<file path="config.mk">
export PLATFORM = sky130hd
export DESIGN_NAME = pet_action_ctrl_flat
export DESIGN_NICKNAME = d
export VERILOG_FILES = /design/src/rtl/pet_pkg.sv /design/src/rtl/pet_action_ctrl_if.sv /design/src/rtl/btn_debounce.sv /design/src/rtl/pet_action_ctrl.sv /design/src/flat_wrapper.sv
export SDC_FILE = /design/constraint.sdc
export NUM_CORES = 1
export LEC_CHECK = 0
export ABC_AREA = 0
export BUFFER_PORTS_ARGS = -buffer_cell sky130_fd_sc_hd__buf_2
export CAP_MARGIN = 20
export CORE_MARGIN = 2
export CORE_UTILIZATION = 40
export DETAILED_ROUTE_END_ITERATION = 8
export PLACE_DENSITY = 0.64
export RECOVER_POWER = 100
export REMOVE_ABC_BUFFERS = 1
export SETUP_SLACK_MARGIN = 0.2
export SYNTH_ARGS = -nofsm -noshare
export SYNTH_HDL_FRONTEND = slang
export SYNTH_SLANG_ARGS = --single-unit
</file>
<file path="constraint.sdc">
create_clock -name clk -period 2.3 [get_ports clk]
set_clock_uncertainty 0.1 [all_clocks]
set_input_delay 0.23 -clock clk [delete_from_list [all_inputs] [get_ports clk]]
set_output_delay 0.23 -clock clk [all_outputs]
set_load 0.05 [all_outputs]
</file>
<file path="src/rtl/pet_pkg.sv">
// Shared definitions for the pet action menu: FSM states, action indices and
// bus widths, plus small helpers for the one-hot action bus and cursor wrap.
package pet_pkg;

  typedef enum logic [1:0] {
    ST_IDLE     = 2'd0,
    ST_BROWSE   = 2'd1,
    ST_FIRE     = 2'd2,
    ST_COOLDOWN = 2'd3
  } pet_state_e;

  localparam int NUM_ACTIONS = 6;
  localparam int ACTION_W    = 8;
  localparam int CURSOR_W    = 3;

  localparam logic [CURSOR_W-1:0] ACT_FEED   = 3'd0;
  localparam logic [CURSOR_W-1:0] ACT_PLAY   = 3'd1;
  localparam logic [CURSOR_W-1:0] ACT_HEAL   = 3'd2;
  localparam logic [CURSOR_W-1:0] ACT_CLEAN  = 3'd3;
  localparam logic [CURSOR_W-1:0] ACT_SLEEP  = 3'd4;
  localparam logic [CURSOR_W-1:0] ACT_SOCIAL = 3'd5;

  // Out-of-range cursor values map to an empty command rather than a stray bit.
  function automatic logic [ACTION_W-1:0] action_onehot(input logic [CURSOR_W-1:0] idx);
    logic [ACTION_W-1:0] vec;
    case (idx)
      ACT_FEED:   vec = 8'h01;
      ACT_PLAY:   vec = 8'h02;
      ACT_HEAL:   vec = 8'h04;
      ACT_CLEAN:  vec = 8'h08;
      ACT_SLEEP:  vec = 8'h10;
      ACT_SOCIAL: vec = 8'h20;
      default:    vec = 8'h00;
    endcase
    return vec;
  endfunction

  function automatic logic [CURSOR_W-1:0] cursor_next(input logic [CURSOR_W-1:0] idx);
    logic [CURSOR_W-1:0] nxt;
    if (idx >= CURSOR_W'(NUM_ACTIONS - 1)) begin
      nxt = 3'd0;
    end else begin
      nxt = idx + 3'd1;
    end
    return nxt;
  endfunction

endpackage

</file>
<file path="src/rtl/pet_action_ctrl_if.sv">
// Board-side bundle of the pet action controller: raw buttons and energy in,
// action command, cursor and menu status out.
interface pet_action_ctrl_if;
  import pet_pkg::ACTION_W;
  import pet_pkg::CURSOR_W;

  logic                btn_next;
  logic                btn_select;
  logic                btn_cancel;
  logic [3:0]          energy;
  logic [ACTION_W-1:0] action;
  logic [CURSOR_W-1:0] cursor;
  logic                menu_active;
  logic                busy;
  logic                rejected;

  modport master (
    output btn_next, btn_select, btn_cancel, energy,
    input  action, cursor, menu_active, busy, rejected
  );

  modport slave (
    input  btn_next, btn_select, btn_cancel, energy,
    output action, cursor, menu_active, busy, rejected
  );
endinterface

</file>
<file path="src/rtl/btn_debounce.sv">
// One raw button: 2-flop synchronizer, stability counter and a registered
// one-cycle press pulse on the rising edge of the debounced level.
module btn_debounce #(
  parameter int DEBOUNCE_CYCLES = 16
) (
  input  logic clk,
  input  logic reset,
  input  logic btn_raw,
  output logic press
);
  localparam int CNT_W = $clog2(DEBOUNCE_CYCLES + 1);
  localparam logic [CNT_W-1:0] CNT_LAST = CNT_W'(DEBOUNCE_CYCLES - 1);

  logic             meta_r;
  logic             sync_r;
  logic             level_r;
  logic [CNT_W-1:0] cnt_r;
  logic             press_r;

  // Synchronize, then flip the level only after a full run of disagreeing samples.
  always_ff @(posedge clk or posedge reset) begin
    if (reset) begin
      meta_r  <= 1'b0;
      sync_r  <= 1'b0;
      level_r <= 1'b0;
      cnt_r   <= {CNT_W{1'b0}};
      press_r <= 1'b0;
    end else begin
      meta_r <= btn_raw;
      sync_r <= meta_r;
      if (sync_r != level_r) begin
        if (cnt_r == CNT_LAST) begin
          level_r <= sync_r;
          cnt_r   <= {CNT_W{1'b0}};
          press_r <= sync_r;
        end else begin
          cnt_r   <= cnt_r + CNT_W'(1);
          press_r <= 1'b0;
        end
      end else begin
        cnt_r   <= {CNT_W{1'b0}};
        press_r <= 1'b0;
      end
    end
  end

  assign press = press_r;

endmodule

</file>
<file path="src/rtl/pet_action_ctrl.sv">
// Pet action menu: debounced buttons drive an IDLE/BROWSE/FIRE/COOLDOWN menu
// that emits one-cycle one-hot action commands to the stats block.
module pet_action_ctrl
  import pet_pkg::*;
#(
  parameter int DEBOUNCE_CYCLES = 16,
  parameter int COOLDOWN_CYCLES = 64,
  parameter int MENU_TIMEOUT    = 4096
) (
  input logic              clk,
  input logic              reset,
  pet_action_ctrl_if.slave bus
);
  localparam int TMO_W  = $clog2(MENU_TIMEOUT + 1);
  localparam int COOL_W = $clog2(COOLDOWN_CYCLES + 1);
  localparam logic [TMO_W-1:0]  TMO_LAST  = TMO_W'(MENU_TIMEOUT - 1);
  localparam logic [COOL_W-1:0] COOL_LAST = COOL_W'(COOLDOWN_CYCLES - 1);

  logic press_next_s;
  logic press_select_s;
  logic press_cancel_s;
  logic ev_next_s;
  logic ev_select_s;
  logic ev_cancel_s;

  pet_state_e          state_r;
  logic [CURSOR_W-1:0] cursor_r;
  logic [ACTION_W-1:0] action_r;
  logic                rejected_r;
  logic                menu_active_r;
  logic                busy_r;
  logic [TMO_W-1:0]    tmo_r;
  logic [COOL_W-1:0]   cool_r;

  btn_debounce #(.DEBOUNCE_CYCLES(DEBOUNCE_CYCLES)) u_deb_next (
    .clk     (clk),
    .reset   (reset),
    .btn_raw (bus.btn_next),
    .press   (press_next_s)
  );

  btn_debounce #(.DEBOUNCE_CYCLES(DEBOUNCE_CYCLES)) u_deb_select (
    .clk     (clk),
    .reset   (reset),
    .btn_raw (bus.btn_select),
    .press   (press_select_s)
  );

  btn_debounce #(.DEBOUNCE_CYCLES(DEBOUNCE_CYCLES)) u_deb_cancel (
    .clk     (clk),
    .reset   (reset),
    .btn_raw (bus.btn_cancel),
    .press   (press_cancel_s)
  );

  // Keep only the highest-priority event: cancel, then select, then next.
  always_comb begin
    ev_cancel_s = 1'b0;
    ev_select_s = 1'b0;
    ev_next_s   = 1'b0;
    if (press_cancel_s) begin
      ev_cancel_s = 1'b1;
    end else if (press_select_s) begin
      ev_select_s = 1'b1;
    end else begin
      ev_next_s = press_next_s;
    end
  end

  // Menu FSM; every output is set here alongside the state it belongs to.
  always_ff @(posedge clk or posedge reset) begin
    if (reset) begin
      state_r       <= ST_IDLE;
      cursor_r      <= 3'd0;
      action_r      <= 8'h00;
      rejected_r    <= 1'b0;
      menu_active_r <= 1'b0;
      busy_r        <= 1'b0;
      tmo_r         <= {TMO_W{1'b0}};
      cool_r        <= {COOL_W{1'b0}};
    end else begin
      action_r   <= 8'h00;
      rejected_r <= 1'b0;
      case (state_r)
        ST_IDLE: begin
          cursor_r <= 3'd0;
          busy_r   <= 1'b0;
          tmo_r    <= {TMO_W{1'b0}};
          if (ev_next_s || ev_select_s) begin
            state_r       <= ST_BROWSE;
            menu_active_r <= 1'b1;
          end else begin
            menu_active_r <= 1'b0;
          end
        end
        ST_BROWSE: begin
          if (ev_cancel_s) begin
            state_r       <= ST_IDLE;
            cursor_r      <= 3'd0;
            menu_active_r <= 1'b0;
            tmo_r         <= {TMO_W{1'b0}};
          end else if (ev_select_s) begin
            state_r <= ST_FIRE;
            busy_r  <= 1'b1;
            tmo_r   <= {TMO_W{1'b0}};
            // Energy is looked at here, in the cycle the menu commits to FIRE.
            if ((cursor_r == ACT_PLAY) && (bus.energy == 4'd0)) begin
              rejected_r <= 1'b1;
            end else begin
              action_r <= action_onehot(cursor_r);
            end
          end else if (ev_next_s) begin
            cursor_r <= cursor_next(cursor_r);
            tmo_r    <= {TMO_W{1'b0}};
          end else if (tmo_r == TMO_LAST) begin
            state_r       <= ST_IDLE;
            cursor_r      <= 3'd0;
            menu_active_r <= 1'b0;
            tmo_r         <= {TMO_W{1'b0}};
          end else begin
            tmo_r <= tmo_r + TMO_W'(1);
          end
        end
        ST_FIRE: begin
          state_r <= ST_COOLDOWN;
          cool_r  <= {COOL_W{1'b0}};
        end
        ST_COOLDOWN: begin
          // Button events arriving here are dropped, not queued.
          if (cool_r == COOL_LAST) begin
            state_r <= ST_BROWSE;
            busy_r  <= 1'b0;
            cool_r  <= {COOL_W{1'b0}};
            tmo_r   <= {TMO_W{1'b0}};
          end else begin
            cool_r <= cool_r + COOL_W'(1);
          end
        end
        default: begin
          state_r       <= ST_IDLE;
          cursor_r      <= 3'd0;
          menu_active_r <= 1'b0;
          busy_r        <= 1'b0;
          tmo_r         <= {TMO_W{1'b0}};
          cool_r        <= {COOL_W{1'b0}};
        end
      endcase
    end
  end

  assign bus.action      = action_r;
  assign bus.cursor      = cursor_r;
  assign bus.menu_active = menu_active_r;
  assign bus.busy        = busy_r;
  assign bus.rejected    = rejected_r;

endmodule

</file>
<file path="src/flat_wrapper.sv">
// flat-port wrapper written by rule: the top's interface ports become plain ports
module pet_action_ctrl_flat import pet_pkg::*;
#(
  parameter int DEBOUNCE_CYCLES = 16,
  parameter int COOLDOWN_CYCLES = 64,
  parameter int MENU_TIMEOUT    = 4096
)
  (clk, reset, bus_btn_next, bus_btn_select, bus_btn_cancel, bus_energy, bus_action, bus_cursor, bus_menu_active, bus_busy, bus_rejected);
  pet_action_ctrl_if bus_i ();
  input logic clk;
  input logic reset;
  input wire logic [$bits(bus_i.btn_next)-1:0] bus_btn_next;
  input wire logic [$bits(bus_i.btn_select)-1:0] bus_btn_select;
  input wire logic [$bits(bus_i.btn_cancel)-1:0] bus_btn_cancel;
  input wire logic [$bits(bus_i.energy)-1:0] bus_energy;
  output wire logic [$bits(bus_i.action)-1:0] bus_action;
  output wire logic [$bits(bus_i.cursor)-1:0] bus_cursor;
  output wire logic [$bits(bus_i.menu_active)-1:0] bus_menu_active;
  output wire logic [$bits(bus_i.busy)-1:0] bus_busy;
  output wire logic [$bits(bus_i.rejected)-1:0] bus_rejected;
  assign bus_i.btn_next = bus_btn_next;
  assign bus_i.btn_select = bus_btn_select;
  assign bus_i.btn_cancel = bus_btn_cancel;
  assign bus_i.energy = bus_energy;
  assign bus_action = bus_i.action;
  assign bus_cursor = bus_i.cursor;
  assign bus_menu_active = bus_i.menu_active;
  assign bus_busy = bus_i.busy;
  assign bus_rejected = bus_i.rejected;
  pet_action_ctrl #(.DEBOUNCE_CYCLES(DEBOUNCE_CYCLES), .COOLDOWN_CYCLES(COOLDOWN_CYCLES), .MENU_TIMEOUT(MENU_TIMEOUT)) u_core (.clk(clk), .reset(reset), .bus(bus_i));
endmodule
</file>
**Word-level counts from Yosys, hierarchy flattened**

Index checks and enable logic that the tools add are counted.
Widths: inputs -> output; s select.

- Bits in registers: 63
- Output and inout port bits: 14
- Word-level logic and storage cells: 129

- Add/sub/neg operators: 6
- Order comparisons: 1
- Eq/ne operators: 26
- Multiplexer cells: 57
- Reductions and logical operators: 16

Operators by type and width:

| cell | number |
|---|---|
| $mux 13 | 5 |
| $pmux 13 s3 | 1 |
| $pmux 6 s6 | 1 |
| $mux 8 | 4 |
| $mux 5 | 6 |
| $mux 1 | 23 |
| $add 5x1->5 const B | 3 |
| $eq 5x4->1 const B | 3 |
| $mux 3 | 5 |
| $pmux 7 s2 | 1 |
| $add 13x1->13 const B | 1 |
| $eq 13x12->1 const B | 1 |
| $mux 2 | 6 |
| $reduce_and 4->1 | 3 |
| $ne 4x1->1 const B | 2 |
| $pmux 2 s4 | 1 |
| $reduce_and 2->1 | 4 |
| $add 7x1->7 const B | 1 |
| $eq 7x6->1 const B | 1 |
| $mux 7 | 1 |
| $eq 3x2->1 const B | 2 |
| $eq 3x3->1 const B | 2 |
| $ne 2x1->1 const B | 3 |
| $ne 3x3->1 const B | 2 |
| other kinds (20) | 24 |

**Longest topological paths before layout**

- Depth in word-level cells: 6
- Gate-level depth with buffers: 8
- Mapped depth without buffers: 6

**Modules after synthesis**

A second synthesis with hierarchy kept.

- Cells, all modules: 274
- Area total of the unflattened synthesis: 2977.9 um^2

By module, submodules not included:

| module | times used | cells each | area each (um^2) |
|---|---|---|---|
| pet_action_ctrl | 1 | 196 | 1960.6 |
| btn_debounce | 3 | 26 | 339.1 |

**Worst setup path after synthesis**

OpenSTA, ideal clock, no wires.

- Path type: register to register
- Start point: reg u_core.state_r[0]
- End point: reg u_core.tmo_r[3]
- Setup time: 126 ps
- Arrival time: 1736 ps
- Required time: 2074 ps
- Setup slack: 338 ps
- Stages on the path, launching flop included: 7
- Period minus slack after synthesis: 1962 ps
- Path through: dfrtp_1 -> ha_1 -> buf_4 -> and4b_1 -> a21oi_1 -> nor2_2 -> a221o_1

- Longest elaborated chain between the ends: 3

Ends and longest elaborated chain:

| element | line | text |
|---|---|---|
| from (decl) | pet_action_ctrl.sv:26 | `pet_state_e state_r;` |
| from (signal assigned) | pet_action_ctrl.sv:73 | `state_r <= ST_IDLE;` |
| from (signal assigned) | pet_action_ctrl.sv:90 | `state_r <= ST_BROWSE;` |
| from (signal assigned) | pet_action_ctrl.sv:98 | `state_r <= ST_IDLE;` |
| $eq 2x2->1, or another cell as far along | pet_action_ctrl.sv:84 | `case (state_r)` |
| $ne 2x1->1 (no source line) or $reduce_bool 3->1 (tied branches) | n/a |  |
| $reduce_and 2->1 (no source line) | n/a |  |
| to (signal assigned) | pet_action_ctrl.sv:79 | `tmo_r <= {TMO_W{1'b0}};` |
| to (signal assigned) | pet_action_ctrl.sv:88 | `tmo_r <= {TMO_W{1'b0}};` |
| to (signal assigned) | pet_action_ctrl.sv:101 | `tmo_r <= {TMO_W{1'b0}};` |
| to (decl) | pet_action_ctrl.sv:32 | `logic [TMO_W-1:0] tmo_r;` |

Several ways; a longest one is shown, not always the timed one.
A chain may end at the register's enable or synchronous reset.

**Worst setup path in the final report**

- Start point: reg u_core.tmo_r[0]
- End point: reg u_core.tmo_r[9]

- Longest elaborated chain between the ends: 6

Ends and longest elaborated chain:

| element | line | text |
|---|---|---|
| $add 13x1->13 or $eq 13x12->1 (tied branches) | pet_action_ctrl.sv:121, pet_action_ctrl.sv:115 |  |
| $mux 13 * | pet_action_ctrl.sv:115 | `end else if (tmo_r == TMO_LAST) begin` |
| $mux 13 * | pet_action_ctrl.sv:112 | `end else if (ev_next_s) begin` |
| $mux 13 * | pet_action_ctrl.sv:102 | `end else if (ev_select_s) begin` |
| $mux 13 * | pet_action_ctrl.sv:97 | `if (ev_cancel_s) begin` |
| $pmux 13 s3 * | pet_action_ctrl.sv:84 |  |

Every way passes the cells marked *; elsewhere a longest branch is shown, timed or not.

==> impl_summary.md <==
Status
The run finished with clean final reports.

Synthesis
The number of distinct library cells after synthesis is 50. The area of the mapped netlist is 0.00292 sq mm. The most used flip-flop cell after synthesis is sky130_fd_sc_hd__dfrtp_1. The synthesized design contains 0 enable-type register cells. The post-synthesis instance total is 271. The average footprint of a synthesized cell is 10.8 sq um. For this run, asynchronously set or reset flops after synthesis account for 1.00. The number of warnings printed during yosys synthesis is 0. The total of flip-flops plus latches after synthesis is 61. For this run, the register share of the synthesized area comes to 0.522.

CTS
The later pin in the worst-skew pair is clocked with a latency of 0.33 ns. CTS built an H-tree with a depth of 3. The library cell used as clock root buffer is sky130_fd_sc_hd__clkbuf_8.

The clock tree from TritonCTS is yes. TritonCTS created 9 clock buffers. After clock tree synthesis, the clock-pin slew on the worst setup and hold paths is 0.07 ns. The CTS sink count is 61.

No sink is reached through more buffers than the 2 on the longest clock path.

Power
The static leakage power is 1.59 nW. Dividing total power by cell area gives a power density of 745 mW/mm^2. IR analysis of the VDD net gives a maximum drop of 0.435 mV.

The total power is 2.55 mW.

Setup path
In this run the register-to-register setup slack is 0.24 ns. STA puts the critical path data required time at 2.42 ns. The worst register-to-register path begins at u_core.tmo_r[0]$_DFFE_PP0P_.

The source of the critical timing path is u_core.tmo_r[0]$_DFFE_PP0P_. The cell count of the worst reg-to-reg path is 6. Along the worst path, the maximum fanout reaches 11. The arrival time of the worst setup path is 2.18 ns. The kind of capture point of the worst setup path is a flip-flop. In this run the critical register-to-register path is captured at u_core.tmo_r[9]$_DFFE_PP0P_.

STA classifies the critical path startpoint as a flip-flop. The category of the critical setup timing path is reg2reg.

Global routing
The via count of the first global-routing pass came to 1,970. The global-route wire length before repair is 8.78 mm. The initial antenna violation count is 0. The remaining global-route overflow is 0. Entering global routing, the biggest net connects 36 pins. In the global route stage, overall resource usage came out at 0.145.

Floorplan
The floorplan step set the die width to 89.5 um. For this configuration, the core starts out at a cell density of 0.407. The floorplan step set the die height to 89.5 um.

The total I/O pin count is 23. The die footprint is 0.00801 sq mm. The number of core rows is 31.

The placeable core region is 0.00718 sq mm.

Detailed routing
The total vias in the final route is 2,123. For this run, design rule violations remaining after detail routing come to 0. The number of routed nets with antenna violations is 0. Summed over all layers, the routed wires come to 5.19 mm. Dividing the detail-routed via count by the number of cells gives 5.15. After detailed routing, the average wire length per cell comes to 12.6 um. The pre-antenna-repair detailed-routing pass consisted of 4 iterations. The number of DRC markers in iteration 0 is 152.

Worst hold path
The sink of the worst hold path is u_core.bus.rejected$_DFF_PP0_. The startpoint of the most critical hold path is bus_energy[2]. The number of cells on the worst hold path is 4. The worst hold path belongs to the class in2reg.

Final layout
From synthesis to final layout, the design area changed by 17.1%. The layout has 689 filler cells. The final instance area is 0.00342 sq mm. The count of placed standard cells in the final layout, fillers left out is 412. The final layout contains 334 nets.

Of the cells placed in the final design, the portion with a size suffix greater than 1 is 0.144. The total inserted antenna cells is 0. The post-route core utilization is 0.477.

STA
The pin slew with the least headroom to its limit is 0.989 ns. Setup repair after global routing left no endpoint under its margin. Setup violations remaining at the end of the flow were counted as 0. Measured against its own limit, the worst slew margin works out to 0.340.

Timing would allow up to 485 MHz. The hold violation total from the final report was 0. The worst slack on hold paths is 0.125 ns. Dividing the final minimum period by the clock period gives 0.897. The final sum of negative setup slack is 0 ns.

In the post-route analysis, the smallest setup slack over all paths is 0.237 ns. The number of pins with negative max-slew slack in the final report is 0. The time the final worst path needs with I/O delays and setup is 2.06 ns.

Placed design
Summed over all nets, the half-perimeter wirelength after detailed placement is 3.54 mm. In this run the cell area measured after placement is 0.00318 sq mm. At the placement stage, the worst setup path has a slack of 0.0638 ns. Routability-driven placement finished with a final weighted congestion of 0.809. Once placement completed, the tool counted placed cells totaling 392. During placement, the flow inserted port buffers numbering 20.

Flow run
The tool flagged a number of max-cap violations equal to 0.
## power breakdown
part	switching (mW)	total (mW)	leakage [nW]	internal, mW
registers	0.0533	1.18	0.826	1.12
clock network	0.376	0.810	0.0881	0.434
logic	0.315	0.564	0.680	0.250
## layer usage
| layer | part of all wire | vias up | global-route usage |
|---|---|---|---|
| met5 | 0 | - | 0 |
| li1 | - | 1062 | - |
| met3 | 0.046 | 4 | 0.0545 |
| met4 | 0.013 | 0 | 0.0543 |
| met2 | 0.46 | 47 | 0.220 |
| met1 | 0.48 | 1010 | 0.189 |
## synthesized netlist by cell type (3+ instances only)
master	count	share of area
sky130_fd_sc_hd__dfrtp_1	61	0.52
sky130_fd_sc_hd__nor2_1	22	0.028
sky130_fd_sc_hd__nand2_1	19	0.024
sky130_fd_sc_hd__ha_1	15	0.064
sky130_fd_sc_hd__inv_1	13	0.017
sky130_fd_sc_hd__nand3_1	13	0.022
sky130_fd_sc_hd__o21ai_1	11	0.019
sky130_fd_sc_hd__a22o_1	9	0.027
sky130_fd_sc_hd__nor3_1	8	0.014
sky130_fd_sc_hd__and3_1	7	0.015
sky130_fd_sc_hd__o21ai_0	7	0.012
sky130_fd_sc_hd__o31ai_1	7	0.018
sky130_fd_sc_hd__a21oi_1	6	0.010
sky130_fd_sc_hd__mux2_2	6	0.023
sky130_fd_sc_hd__nor2b_1	6	0.013
sky130_fd_sc_hd__xnor2_1	5	0.015
sky130_fd_sc_hd__buf_4	4	0.010
sky130_fd_sc_hd__nor4b_1	4	0.012
sky130_fd_sc_hd__xor2_1	4	0.012
sky130_fd_sc_hd__nor3b_1	3	0.0077
sky130_fd_sc_hd__nor4_1	3	0.0064
## logic make-up (layout without fill, tap and decap cells)
family                   count (synthesis)  count (layout)  share of synthesized area
adder cells (fa/ha/maj)                 15              15                     0.0642
AO/OA/AOI/OAI                           58              58                      0.142
flip-flops                              61              61                      0.522
XOR/XNOR                                 9               9                     0.0270
buffers and inverters                   20              61                     0.0312
multiplexers                             8               8                     0.0300
other                                    1               2                    0.00128
AND/OR/NAND/NOR                         99              99                      0.182
## sequential cells by signal, summed over array words and instances, names as in the netlist, 2 cells and up
register,count
u_core.u_deb_select.cnt_r,5
u_core.cool_r,7
u_core.bus.cursor,3
u_core.u_deb_cancel.cnt_r,5
u_core.u_deb_next.cnt_r,5
u_core.tmo_r,13
u_core.state_r,2
u_core.bus.action,6
## critical path: stages, from the launching register on
cell and delay [ns]:
sky130_fd_sc_hd__dfrtp_1 0.38, sky130_fd_sc_hd__ha_2 0.23, sky130_fd_sc_hd__nand3_1 0.25, sky130_fd_sc_hd__o41ai_4 0.40
sky130_fd_sc_hd__buf_4 0.24, sky130_fd_sc_hd__o21ai_0 0.10, sky130_fd_sc_hd__a22o_1 0.25
## placed cells by master (no fill, tap or decap), types with 3 or more instances in the layout
| cell | count |
|---|---|
| sky130_fd_sc_hd__and3_1 | 7 |
| sky130_fd_sc_hd__dlygate4sd3_1 | 4 |
| sky130_fd_sc_hd__a21oi_1 | 5 |
| sky130_fd_sc_hd__nor3b_1 | 3 |
| sky130_fd_sc_hd__inv_1 | 13 |
| sky130_fd_sc_hd__ha_1 | 12 |
| sky130_fd_sc_hd__nor4b_1 | 4 |
| sky130_fd_sc_hd__xnor2_1 | 5 |
| sky130_fd_sc_hd__nand2_1 | 19 |
| sky130_fd_sc_hd__nor4_1 | 3 |
| sky130_fd_sc_hd__mux2_2 | 6 |
| sky130_fd_sc_hd__a22o_1 | 9 |
| sky130_fd_sc_hd__clkbuf_8 | 11 |
| sky130_fd_sc_hd__buf_4 | 7 |
| sky130_fd_sc_hd__buf_2 | 8 |
| sky130_fd_sc_hd__clkbuf_1 | 15 |
| sky130_fd_sc_hd__nor2_1 | 22 |
| sky130_fd_sc_hd__o21ai_1 | 5 |
| sky130_fd_sc_hd__o31ai_1 | 6 |
| sky130_fd_sc_hd__nor2b_1 | 6 |
| sky130_fd_sc_hd__nor3_1 | 8 |
| sky130_fd_sc_hd__nand3_1 | 13 |
| sky130_fd_sc_hd__o21ai_0 | 13 |
| sky130_fd_sc_hd__dfrtp_1 | 61 |
| sky130_fd_sc_hd__xor2_1 | 4 |
## layout make-up
type	instances	area, sq um	area share
Tap cell	99	124	0.0362
Sequential cell	61	1530	0.446
Clock inverter	2	10.0	0.00292
Clock buffer	12	155	0.0453
Timing Repair Buffer	34	193	0.0563
Inverter	13	48.8	0.0143
Multi-Input combinational cell	191	1370	0.399
## worst max-delay path by stage
stage | end | slack (ns) | cells past startpoint
finish | u_core.tmo_r[9]$_DFFE_PP0P_ | 0.24 | 6
floorplan | u_core.tmo_r[3]$_DFFE_PP0P_ | 0.04 | 5
CTS | u_core.tmo_r[10]$_DFFE_PP0P_ | 0.21 | 6
global route | u_core.tmo_r[9]$_DFFE_PP0P_ | 0.10 | 6
detailed placement | u_core.tmo_r[11]$_DFFE_PP0P_ | 0.06 | 7
global placement | u_core.tmo_r[10]$_DFFE_PP0P_ | 0.17 | 6
## timing repair
| item | 4_1_cts | 5_1_grt |
|---|---|---|
| setup buffers | 0 | 2 |
| endpoints found under the hold margin | 29 | 0 |
| endpoints found under the setup margin | 8 | 13 |
| gates resized for setup | 5 | 10 |
| hold buffers | 4 | 0 |
No activity file was read; power rests on OpenSTA's default activity.
